`src/rtl/switch_debouncer.sv`:
```
// Per-channel switch debouncer: 2-flop synchroniser, stable-count filter, rise/fall pulses.
// Define DEBOUNCE_BYPASS_EN to drop the counters and pass the synchronised level straight through.
module switch_debouncer #(
  parameter int   WIDTH         = 3,
  parameter int   STABLE_CYCLES = 50000,
  parameter int   CNT_W         = 16,
  parameter logic RST_VAL       = 1'b0
) (
  input  logic             clk,
  input  logic             rst_n,
  input  logic [WIDTH-1:0] sw_raw,
  output logic [WIDTH-1:0] sw_clean,
  output logic [WIDTH-1:0] sw_rise,
  output logic [WIDTH-1:0] sw_fall,
  output logic             settled
);

  localparam logic [WIDTH-1:0] RST_VEC = {WIDTH{RST_VAL}};

  // Counter must reach STABLE_CYCLES-1 without wrapping; flag bad configurations at elaboration.
  if (STABLE_CYCLES < 2 || (64'd1 << CNT_W) <= 64'(STABLE_CYCLES - 1)) begin : g_cfg_err
    $error("switch_debouncer: STABLE_CYCLES must be >= 2 and fit in CNT_W bits");
  end

  logic [WIDTH-1:0] s1_q, s2_q;
  logic [WIDTH-1:0] clean_q, clean_d;
  logic [WIDTH-1:0] rise_q, rise_d;
  logic [WIDTH-1:0] fall_q, fall_d;
  logic             settled_q, settled_d;

  always_ff @(posedge clk or negedge rst_n) begin
    if (!rst_n) begin
      s1_q      <= RST_VEC;
      s2_q      <= RST_VEC;
      clean_q   <= RST_VEC;
      rise_q    <= '0;
      fall_q    <= '0;
      settled_q <= 1'b1;
    end else begin
      s1_q      <= sw_raw;
      s2_q      <= s1_q;
      clean_q   <= clean_d;
      rise_q    <= rise_d;
      fall_q    <= fall_d;
      settled_q <= settled_d;
    end
  end

`ifndef DEBOUNCE_BYPASS_EN
  localparam logic [CNT_W-1:0] CNT_MAX = CNT_W'(STABLE_CYCLES - 1);

  logic [CNT_W-1:0] cnt_q [WIDTH];
  logic [CNT_W-1:0] cnt_d [WIDTH];

  // Any return of s2 to the accepted level clears the count, aborting the transition.
  always_comb begin
    clean_d   = clean_q;
    rise_d    = '0;
    fall_d    = '0;
    settled_d = 1'b1;
    for (int i = 0; i < WIDTH; i++) begin
      cnt_d[i] = '0;
      if (s2_q[i] != clean_q[i]) begin
        if (cnt_q[i] == CNT_MAX) begin
          clean_d[i] = s2_q[i];
          rise_d[i]  = s2_q[i];
          fall_d[i]  = ~s2_q[i];
        end else begin
          cnt_d[i] = cnt_q[i] + CNT_W'(1);
        end
      end
      if (cnt_d[i] != '0) settled_d = 1'b0;
    end
  end

  always_ff @(posedge clk or negedge rst_n) begin
    if (!rst_n) begin
      for (int i = 0; i < WIDTH; i++) cnt_q[i] <= '0;
    end else begin
      for (int i = 0; i < WIDTH; i++) cnt_q[i] <= cnt_d[i];
    end
  end
`else
  // Clean tracks the value s2 takes this edge, so a raw change appears two edges later.
  always_comb begin
    clean_d   = s1_q;
    rise_d    = s1_q & ~clean_q;
    fall_d    = ~s1_q & clean_q;
    settled_d = 1'b1;
  end
`endif

  assign sw_clean = clean_q;
  assign sw_rise  = rise_q;
  assign sw_fall  = fall_q;
  assign settled  = settled_q;

endmodule
```
`config.mk`:
```
export PLATFORM = sky130hd
export DESIGN_NAME = switch_debouncer
export DESIGN_NICKNAME = d
export VERILOG_FILES = /design/src/rtl/switch_debouncer.sv
export SDC_FILE = /design/constraint.sdc
export NUM_CORES = 1
export LEC_CHECK = 0
export ABC_CLOCK_PERIOD_IN_PS = 5400
export BUFFER_PORTS_ARGS = -buffer_cell sky130_fd_sc_hd__buf_2
export CAP_MARGIN = 10
export CORE_ASPECT_RATIO = 2
export CORE_UTILIZATION = 51
export DETAILED_ROUTE_END_ITERATION = 8
export PLACE_DENSITY = 0.68
export SYNTH_ARGS = -nofsm -noshare
export SYNTH_HDL_FRONTEND = slang
export SYNTH_SLANG_ARGS = --single-unit
export TNS_END_PERCENT = 10
```
`constraint.sdc`:
```
create_clock -name clk -period 5.4 [get_ports clk]
set_clock_uncertainty 0.15 [all_clocks]
set_input_delay 0.54 -clock clk [delete_from_list [all_inputs] [get_ports clk]]
set_output_delay 0.54 -clock clk [all_outputs]
set_load 0.01 [all_outputs]
```
Word-level counts from Yosys, hierarchy flattened
Index checks and enable logic that the tools add are counted.
- word-level logic and storage cells: 50
- input bits: 5
- output and inout port bits: 10
- register bits after elaboration: 64
- mux-type cells: 21
- equality and inequality tests: 6
- $add $sub $neg: 3
- bitwise operators: 3
- reductions and logical operators: 6
- operator list (operator ; count):
    $mux 16 ; 6
    $add 16x1->16 const B ; 3
    $eq 16x16->1 const B ; 3
    $reduce_bool 16->1 ; 3
    $mux 1 ; 15
    $reduce_and 2->1 ; 3
    $ne 1x1->1 ; 3
    $not 1->1 ; 3

Depth between registers and ports, before layout
Gate-level depths: netlist of run 1.
- depth after elaboration: 7
- mapped depth: 10
- mapped depth without buffers: 8

Worst setup path after synthesis of run 1
Ideal clock, no wire load.
- kind: register to register
- start: reg cnt_q[18] (netlist bit)
- end: reg settled_q, in the netlist settled
- path slack: 3101 ps
- required time: 5160 ps
- cell stages (with the launch flop): 8
- data arrival time: 2059 ps
- clock period less this slack: 2299 ps
- path through: dfrtp_1 nand4_1 nor4_2 nand3_1 xor2_1 o22ai_1 or4_1 nor4_2
- longest elaborated chain between the ends: 6
- elaborated cells between the ends (all ways): 7
- classes of those cells: 1 x add/sub; 1 x eq/ne; 4 x mux; 1 x reduce/logical
- ends and longest elaborated chain (item ; RTL line ; text):
    start: declaration ; 52 ; logic [CNT_W-1:0] cnt_q [WIDTH];
    $add 16x1->16 or $eq 16x16->1 (tied branches) ; 69, 64 ;
    $mux 16 * ; 64 ; if (cnt_q[i] == CNT_MAX) begin
    $mux 16 * ; 63 ; if (s2_q[i] != clean_q[i]) begin
    $reduce_bool 16->1 * ; 72 ; if (cnt_d[i] != '0) settled_d = 1'b0;
    $mux 1 * (2 in series) ; 72 ;
    net settled_d ; 29 ; logic settled_q, settled_d;
    end signal: assignment ; 45 ; settled_q <= settled_d;
    end: declaration ; 29 ;
Mark *: on every way through the listed nets, which the timed path passes. The rest lies on a longest branch.
A chain may end at the register's enable or synchronous reset.

==> flow_summary_export.csv, run 1 <==
group,metric,value,unit
outcome,status,"complete, no violations",
synthesis,ys_types,48,
floorplan,die_x,58.41,um
synthesis,yosys_warnings,0,
pwr,clkPwrFrac,51.3,%
min_path,min_path_type,"in2reg",
sta,rsz0062_at_grt,"no",
setup_path,critPathKind,"reg2reg",
clock_tree,cts_buffers,9,
clock_tree,cts_resized,0,
sta,slew_headroom,47.97,%
synthesis,postSynthCellCount,326,
clock_tree,path_clk_slew,0.06,ns
pwr,leakage,1.585,nW
floorplan,io_pins,15,
synthesis,yosysSeqAreaShare,49.38,%
global_route,grt_pass1_vias,2477,
placement,gp_congestion,0.8818,
routing,routed_wl,6807,um
pwr,seqPwrFrac,44.9,%
synthesis,synth_largest_area_cell,"dfrtp_1",
routing,drc,0,
pwr,p_sw_share,22.50,%
global_route,grt_overflow,0,
floorplan,dieArea,6706,um^2
global_route,track_usage,23.98,%
floorplan,num_rows,40,
sta,drv_slew,0,
clock_tree,clockBufferDepth,2,
run,drv_cap,0,
clock_tree,clk_latency,0.33,ns
finish,drive_gt1_share,11.56,%
synthesis,synth.avg_cell_area,9.956,um^2
setup_path,cp-start-kind,"register",
sta,tightest_slew,0.7804,ns
clock_tree,ctsHoldBuffers,0,
synthesis,synth_ff_type,"dfrtp_1",
setup_path,crit_fanout,16,
global_route,grt_pass1_wl,11690,um
sta,finalSetupTns,0,ns
synthesis,async_reset_ff_share,100.0,%
global_route,antenna_found_initial,0,
routing,drtIter0Drc,124,
floorplan,start_util,53.60,%
setup_path,crit_arrival,3.01,ns
floorplan,coreArea,6056,um^2
synthesis,synth_edf_count,0,
finish,area_growth,13.34,%
placement,portBuffers,14,
pwr,total_power,1.108,mW
global_route,grt_max_degree,65,
routing,vias_per_cell,5.479,
pwr,vdd_drop_max,0.0002629,V
synthesis,synth_fp_nets,334,
synthesis,yosysMostFrequentCell,"dfrtp_1",
finish,finalNetCount,349,
clock_tree,cts.sink_count,64,
synthesis,ys_top_cells_by_area,"dfrtp_1 (49%), xnor2_1 (7.6%), nor2_1 (6.5%)",
routing,vias,2356,
clock_tree,htree_levels,3,
sta,setup_viol,0,
pwr,power.internal,859.1,uW
clock_tree,postCtsSetupBuffers,0,
sta,max_freq,342.1,MHz
clock_tree,root_buffer,"clkbuf_16",
setup_path,cp-end-kind,"register",
synthesis,syn_area,3246,um^2
placement,dp_hpwl,4940,um
pwr,power_frac_comb,3.8,%
setup_path,cp.required,5.49,ns
routing,dr.pass1.iters,4,
sta,fin_crit,2.923,ns
sta,hold_viol,0,
clock_tree,tritoncts,"done",
synthesis,yosysTopAreaCellShare,48.57,%
synthesis,yosys_register_bits,64,
floorplan,dieHeight,114.8,um
pwr,p_per_area,301.3,nW/um^2
pwr,p_sw,249.4,uW
routing,wl_per_cell,15.83,um
sta,fin_crit_sh,54.13,%
routing,ant_nets,0,
finish,antenna_cells,0,
synthesis,synth_common_cells,"dfrtp_1 (63), nor2_1 (56), xnor2_1 (28)",
-- sequential cells by signal, indices dropped and copies added (netlist names) --
signal    count
cnt_q        48
s1_q          3
s2_q          3
settled       1
sw_clean      3
sw_fall       3
sw_rise       3
-- cells by family after synthesis --
| kind of cell | Yosys count | share of synthesized area [%] |
|---|---|---|
| buf+inv | 21 | 2.582 |
| compound gates | 22 | 4.511 |
| mux | 6 | 2.005 |
| xor+xnor | 50 | 13.49 |
| simple gates | 160 | 26.87 |
| flops | 64 | 49.38 |
| fa+ha+maj | 3 | 1.157 |
-- critical path, cell delays in order, from the launching register on --
cell and delay [ns]:
dfrtp_1 0.41, ha_1 0.25, and3_1 0.28, nand4_1 0.30, nand2_1 0.52, nor2_1 0.13
or4_1 0.56, nor4_2 0.24
-- cells in the final DEF, fill, tap and decap left out, drive strengths merged, types with 2 or more instances in the layout --
master and n:
nor3b 7, xor2 22, nor4b 3, nor4 9, buf 15, clkbuf 9, and4bb 2, clkinvlp 3
inv 10, dfrtp 63, nand4 16, a31oi 3, and3 8, and2 3, a21oi 4, nand2 15
xnor2 28, ha 3, a41oi 2, nor3 12, mux2 4, nand3 18, nor4bb 3, nor2 56
o21ai 5, clkinv 3, or3 3, mux2i 2
-- metal layers --
metal / vias up / GRT usage [%] / routed length [um]
li1: 1169 / - / -
met1: 1149 / 24.46 / 2550
met2: 22 / 43.45 / 3897
met3: 16 / 5.849 / 137
met4: 0 / 13.02 / 222
met5: - / 0 / 0
-- cell type report --
cell class                 count  area (um^2)
clock buffer                   9        225.2
clock inverter                 7        71.32
fill                         529         2377
inverter                      10        37.54
multi-input combinational    241         1559
sequential                    64         1603
tap                           84        105.1
timing repair buffer          15        77.57
-- power by group through the flow --
stage               Sequential (mW)  Clock, mW  Combinational [mW]
finish                        0.498      0.568              0.0421
global route                  0.499      0.607              0.0493
CTS                           0.498      0.580              0.0439
detailed placement            0.506          0              0.0436
global placement              0.506          0              0.0425
floorplan                     0.505          0              0.0239
-- per-stage QoR --
stage / instances / hold WS [ns] / cell area [um^2] / setup WS (ns) / util [%]
CTS: 430 / 0.1583 / 3679 / 2.439 / 60.74
global route: 430 / 0.1492 / 3679 / 2.203 / 60.74
global placement: 414 / 0.1870 / 3382 / 2.557 / 55.85
detailed placement: 414 / 0.1847 / 3382 / 2.456 / 55.85
finish: 430 / 0.1655 / 3679 / 2.477 / 60.74
floorplan: 326 / 0.09441 / 3246 / 3.101 / -
-- path summary, 6_finish.rpt --
| check | slack, ns | from | endpoint | cells past startpoint |
|---|---|---|---|---|
| worst max-delay path | 2.48 | cnt_q[0]$_DFF_PN0_ | settled$_DFF_PN1_ | 7 |
| worst min-delay path | 0.17 | sw_raw[1] | s1_q[1]$_DFF_PN0_ | 1 |
| worst max register to register | 2.48 | cnt_q[0]$_DFF_PN0_ | settled$_DFF_PN1_ | 7 |
| worst min register to register | 0.19 | s1_q[2]$_DFF_PN0_ | s2_q[2]$_DFF_PN0_ | 0 |
| max in group asynchronous | 4.36 | rst_n | sw_fall[0]$_DFF_PN0_ | 2 |
| min in group asynchronous | 0.23 | rst_n | cnt_q[44]$_DFF_PN0_ | 2 |
(Power assumes the default switching activity.)
==> run 2, diff against run 1 <==
Settings changed: ABC_CLOCK_PERIOD_IN_PS 5400 to 2500, PLACE_DENSITY 0.68 to 0.71.
Clock period 5.4 ns to 2.5 ns, I/O delays scaled along.
==> flow_summary_export.csv, run 2 (synthesis gave the netlist of run 1 again) <==
group,metric,value,unit
floorplan,coreArea,6056,um^2
pwr,p_per_area,581.6,nW/um^2
run,drv_cap,0,
routing,wl_per_cell,16.84,um
finish,area_growth,24.79,%
floorplan,dieArea,6706,um^2
finish,largest_register_ffs,48,
finish,regMostFlops,"cnt_q",
setup_path,slowest_stage,"dfrtp_1",
clock_tree,htree_levels,3,
finish,antenna_cells,0,
clock_tree,root_buffer,"clkbuf_16",
setup_path,cp-end-kind,"register",
sta,max_freq,418.5,MHz
global_route,grt_pass1_vias,2693,
clock_tree,path_clk_slew,0.05,ns
min_path,min_from,"s1_q[2]$_DFF_PN0_",
finish,final_util,66.88,%
clock_tree,cts.sink_count,64,
global_route,busiest_layer,"met2",
pwr,seqPwrFrac,45.6,%
floorplan,dieHeight,114.8,um
placement,dp_hpwl,5702,um
global_route,grt_max_degree,65,
sta,finalSetupTns,0,ns
sta,hold_viol,0,
routing,vias_per_cell,5.672,
min_path,min_path_type,"reg2reg",
setup_path,slowest_delay,0.41,ns
routing,ant_nets,0,
floorplan,num_rows,40,
routing,routed_wl,7949,um
setup_path,crit_chain,"nand4_1 -> buf_4 -> nor4_1 -> xnor2_1 -> nor2_1 -> nor3_2 -> nand4_1 -> nor4_2",
sta,layout_setup_ws,0.1105,ns
routing,dr.pass1.iters,4,
pwr,power_frac_comb,5.1,%
finish,layout_common_cells,"dfrtp_1 (59), nor2_1 (55), buf_4 (38)",
global_route,track_usage,26.08,%
floorplan,die_x,58.41,um
finish,final_common_cell,"dfrtp_1",
clock_tree,tritoncts,"done",
finish,finalNetCount,391,
setup_path,critPathKind,"reg2reg",
sta,fin_crit,2.389,ns
finish,fillers,479,
pwr,p_sw_share,22.34,%
global_route,grt_overflow,0,
setup_path,r2r-start,"cnt_q[32]$_DFF_PN0_",
finish,fin_area,4050,um^2
sta,fin_crit_sh,95.58,%
routing,vias,2677,
placement,portBuffers,14,
placement,place_area,3597,um^2
clock_tree,clockBufferDepth,2,
setup_path,crit_arrival,2.49,ns
sta,tightest_slew,0.4409,ns
pwr,p_sw,526.2,uW
clock_tree,clk_latency,0.33,ns
global_route,use_met2,48.74,%
pwr,power.internal,1.829,mW
placement,gp_congestion,1.005,
clock_tree,cts_buffers,9,
placement,place_inst,441,
setup_path,rr_worst_depth,8,
sta,slew_headroom,70.34,%
pwr,vdd_drop_max,0.0004836,V
setup_path,path_common_cell,"nand4_1",
floorplan,io_pins,15,
setup_path,startpoint,"cnt_q[32]$_DFF_PN0_",
setup_path,crit_fanout,5,
global_route,antenna_found_initial,0,
routing,drc,0,
sta,drv_slew,0,
pwr,leakage,1.793,nW
finish,layoutNonFillerInstCount,472,
routing,drtIter0Drc,110,
global_route,use_met3,6.299,%
global_route,grt_pass1_wl,12630,um
pwr,clkPwrFrac,49.3,%
sta,setup_viol,0,
finish,drive_gt1_share,22.94,%
min_path,hold_depth,0,
setup_path,cp-start-kind,"register",
global_route,met1_usage,22.69,%
outcome,status,"complete, no violations",
setup_path,cp.required,2.60,ns
placement,place_ws,0.009503,ns
floorplan,start_util,53.60,%
run 2: cell types whose count changed in the layout (fill, tap and decap cells not counted), moves of 2 or more:
cell	delta
buf_4	+37
dfrtp_1	-4
dfrtp_2	+4
dlygate4sd3_1	+4
clkbuf_8	+2
run 2: timing repair:
action / 4_1_cts / 5_1_grt
hold buffers: 4 / 0
setup buffers: 0 / 11
endpoints found under the setup margin: 0 / 1
hold endpoints to repair: 66 / 0
gates resized for setup: 0 / 12
run 2: power groups by stage:
| stage | Sequential, mW | Combinational (mW) | Clock (mW) |
|---|---|---|---|
| final | 1.07 | 0.120 | 1.16 |
| after global routing | 1.08 | 0.133 | 1.22 |
| after floorplan | 1.09 | 0.0517 | 0 |
| after global placement | 1.09 | 0.108 | 0 |
| after CTS | 1.07 | 0.116 | 1.19 |
| after detailed placement | 1.09 | 0.111 | 0 |
run 2: worst max-delay path: cells and delay by family, from the launching register on:
kind | cells | cell delay (ns)
XOR/XNOR | 1 | 0.19
flip-flops | 1 | 0.41
AND/OR/NAND/NOR | 6 | 1.36
buffers and inverters | 1 | 0.20
run 2: worst paths after layout:
path	end	slack (ns)
hold / removal	s2_q[2]$_DFF_PN0_	0.19
min in group asynchronous	cnt_q[39]$_DFF_PN0_	0.31
max in group asynchronous	settled$_DFF_PN1_	1.56
setup reg to reg	settled$_DFF_PN1_	0.11
hold reg to reg	s2_q[2]$_DFF_PN0_	0.19
setup / recovery	settled$_DFF_PN1_	0.11
run 2: area by class of cell:
type	count	area (um^2)	share of cell area, %
clock buffers	12	256.5	6.333
flip-flops and latches	64	1608	39.70
clock inverters	4	28.78	0.7105
inverters	10	37.54	0.9268
repair buffers	57	415.4	10.26
multi-input cells	241	1599	39.48
well taps	84	105.1	2.595
run 2: per-stage QoR:
step | power (mW) | hold slack [ns]
global placement | 1.199 | 0.1372
floorplan | 1.142 | -0.1956
global route | 2.433 | 0.2115
detailed placement | 1.203 | 0.1387
CTS | 2.380 | 0.1998
finish | 2.356 | 0.1941
run 2: routing by layer:
| layer | share of wire [%] | up-vias |
|---|---|---|
| met5 | 0 | - |
| met4 | 6.5 | 0 |
| met3 | 3.9 | 37 |
| met2 | 58 | 74 |
| met1 | 32 | 1299 |
| li1 | - | 1267 |
==> run 3, diff against run 2 <==
Settings changed: ABC_AREA set to 1, PLACE_DENSITY 0.71 to 0.7.
==> flow_summary_export.csv, run 3 <==
group,metric,value,unit
setup_path,rr_worst_depth,11,
sta,timing.hold.ws,0.1983,ns
setup_path,reg2reg_to,"settled$_DFF_PN1_",
routing,wl_per_cell,13.89,um
finish,finalNetCount,557,
finish,area_growth,15.22,%
routing,drtIter0Drc,178,
sta,finalSetupTns,0,ns
placement,place_inst,624,
setup_path,cp-start-kind,"register",
clock_tree,root_buffer,"clkbuf_16",
finish,layout_common_cells,"nand2_1 (131), nor2_1 (98), inv_1 (75)",
clock_tree,htree_levels,3,
setup_path,crit_arrival,2.23,ns
sta,hold_viol,0,
sta,slew_headroom,71.14,%
synthesis,yosysTopAreaCellShare,42.99,%
min_path,min_path_type,"reg2reg",
global_route,met1_usage,26.62,%
floorplan,io_pins,15,
setup_path,cp-end-kind,"register",
placement,gp_congestion,0.9777,
synthesis,ys_types,29,
global_route,use_met2,45.21,%
finish,layoutNonFillerInstCount,644,
synthesis,ys_top_cells_by_area,"dfrtp_1 (43%), nand2_1 (13%), nor2_1 (10%)",
pwr,p_per_area,580.4,nW/um^2
floorplan,num_rows,43,
sta,fin_crit,2.108,ns
synthesis,synth_compound_area_share,4.913,%
clock_tree,cts_buffers,9,
setup_path,cp-endpoint,"settled$_DFF_PN1_",
setup_path,startpoint,"cnt_q[0]$_DFF_PN0_",
routing,vias_per_cell,5.115,
finish,largest_register_ffs,48,
synthesis,synth_common_cells,"nand2_1 (131), nor2_1 (98), inv_1 (75)",
finish,antenna_cells,0,
routing,routed_wl,8946,um
clock_tree,path_clk_slew,0.06,ns
routing,dr.pass1.iters,4,
setup_path,crit_fanout,9,
global_route,busiest_layer,"met2",
finish,final_common_cell,"nand2_1",
pwr,leakage,2.180,nW
sta,drv_slew,0,
synthesis,yosys_register_bits,64,
synthesis,synth.avg_cell_area,7.080,um^2
synthesis,synth_edf_count,0,
sta,fin_crit_sh,84.31,%
clock_tree,tritoncts,"done",
synthesis,yosysMostFrequentCell,"nand2_1",
placement,dp_hpwl,6859,um
setup_path,critPathKind,"reg2reg",
clock_tree,clk_latency,0.33,ns
synthesis,syn_area,3667,um^2
global_route,antenna_found_initial,0,
global_route,grt_overflow,0,
synthesis,synthXorXnorAreaFrac,1.672,%
outcome,status,"complete, no violations",
synthesis,synth_mux_area_share,0,%
routing,ant_nets,0,
routing,drc,0,
clock_tree,clockBufferDepth,2,
synthesis,synthAdderAreaFrac,1.024,%
finish,drive_gt1_share,11.73,%
synthesis,synth_fp_nets,526,
synthesis,postSynthCellCount,518,
synthesis,yosys_warnings,0,
global_route,use_met3,7.325,%
setup_path,r2r-start,"cnt_q[0]$_DFF_PN0_",
synthesis,synth_top_family_by_area,"simple AND/OR/NAND/NOR gates",
clock_tree,cts.sink_count,64,
finish,regMostFlops,"cnt_q",
clock_tree,cts_resized,0,
floorplan,coreArea,6940,um^2
placement,portBuffers,14,
pwr,vdd_drop_max,0.0004908,V
synthesis,async_reset_ff_share,100.0,%
sta,tightest_slew,0.4324,ns
floorplan,dieArea,7554,um^2
global_route,grt_pass1_wl,14480,um
setup_path,cp.required,2.62,ns
synthesis,synth_largest_area_cell,"dfrtp_1",
synthesis,yosysSeqAreaShare,43.71,%
setup_path,worst-r2r-setup-slack,0.39,ns
sta,rsz0062_at_grt,"no",
floorplan,dieHeight,121.9,um
floorplan,die_x,61.96,um
global_route,grt_max_degree,65,
floorplan,start_util,52.84,%
sta,setup_viol,0,
global_route,track_usage,27.22,%
run,drv_cap,0,
synthesis,yosys.area_share.simple,40.02,%
routing,vias,3294,
global_route,grt_pass1_vias,3155,
synthesis,synth_ff_type,"dfrtp_1",
sta,max_freq,474.5,MHz
## run 3: cell count changes in the layout (fill, tap and decap cells not counted), moves of 8 or more
cell,delta
nand2_1,+117
inv_1,+66
nor2_1,+43
buf_4,-37
nand3_1,+29
xnor2_1,-24
xor2_1,-19
and3_1,-8
o21bai_1,+8
## run 3: layout make-up
class | instances | area [um^2]
Fill cell | 653 | 2715
Multi-Input combinational cell | 370 | 1747
Inverter | 84 | 317.8
Clock buffer | 10 | 239.0
Clock inverter | 6 | 68.82
Sequential cell | 64 | 1603
Tap cell | 90 | 112.6
Timing Repair Buffer | 20 | 137.6
## run 3: report_power, final
part	switching (mW)	leakage [nW]	internal (mW)	total (mW)
registers	0.0190	0.869	1.06	1.08
logic	0.0765	1.17	0.0402	0.117
clock network	0.461	0.137	0.799	1.26
## run 3: critical path: stages (launching register included)
cell and delay (ns):
dfrtp_1 0.41, ha_1 0.28, nand3_2 0.16, nor2_2 0.18, nand2_2 0.14, nand3_1 0.12
nand2_1 0.06, nor2_1 0.17, nand2_1 0.08, nor2_1 0.13, nand3_1 0.08, nor2_1 0.10
## run 3: worst min-delay path by stage
stage	startpoint	endpoint	slack, ns	cells after the start
6_report	s1_q[0]$_DFF_PN0_	s2_q[0]$_DFF_PN0_	0.20	0
5_1_grt	s1_q[0]$_DFF_PN0_	s2_q[0]$_DFF_PN0_	0.21	0
4_1_cts	s1_q[0]$_DFF_PN0_	s2_q[0]$_DFF_PN0_	0.20	0
3_5_place_dp	rst_n	sw_rise[0]$_DFF_PN0_	0.14	2
3_3_place_gp	rst_n	sw_fall[0]$_DFF_PN0_	0.14	2
2_1_floorplan	rst_n	cnt_q[0]$_DFF_PN0_	-0.20	0
## run 3: through the flow
stage	area, um^2	utilization, %	setup WS [ns]	power (mW)
after floorplan	3667	-	0.7760	1.153
after global placement	3877	55.87	0.4064	1.204
after detailed placement	3877	55.87	0.4091	1.208
after CTS	4225	60.88	0.4018	2.486
after global routing	4225	60.88	0.2254	2.545
final	4225	60.88	0.3923	2.452
## run 3: cells by family after synthesis
logic type | Yosys count
AND/OR/NAND/NOR | 329
AO/OA/AOI/OAI | 31
buffers and inverters | 84
flip-flops | 64
XOR/XNOR | 7
adder cells (fa/ha/maj) | 3
## run 3: repair_timing
| item | in CTS | in global routing |
|---|---|---|
| hold endpoints to repair | 66 | 0 |
| hold buffers | 4 | 0 |
| setup buffers | 0 | 0 |
## run 3: metal layers
layer  up-vias  wire length (um)
met5         -                 0
met4         0               579
met3        34               262
met2        55              4815
met1      1517              3289
li1       1688                 -
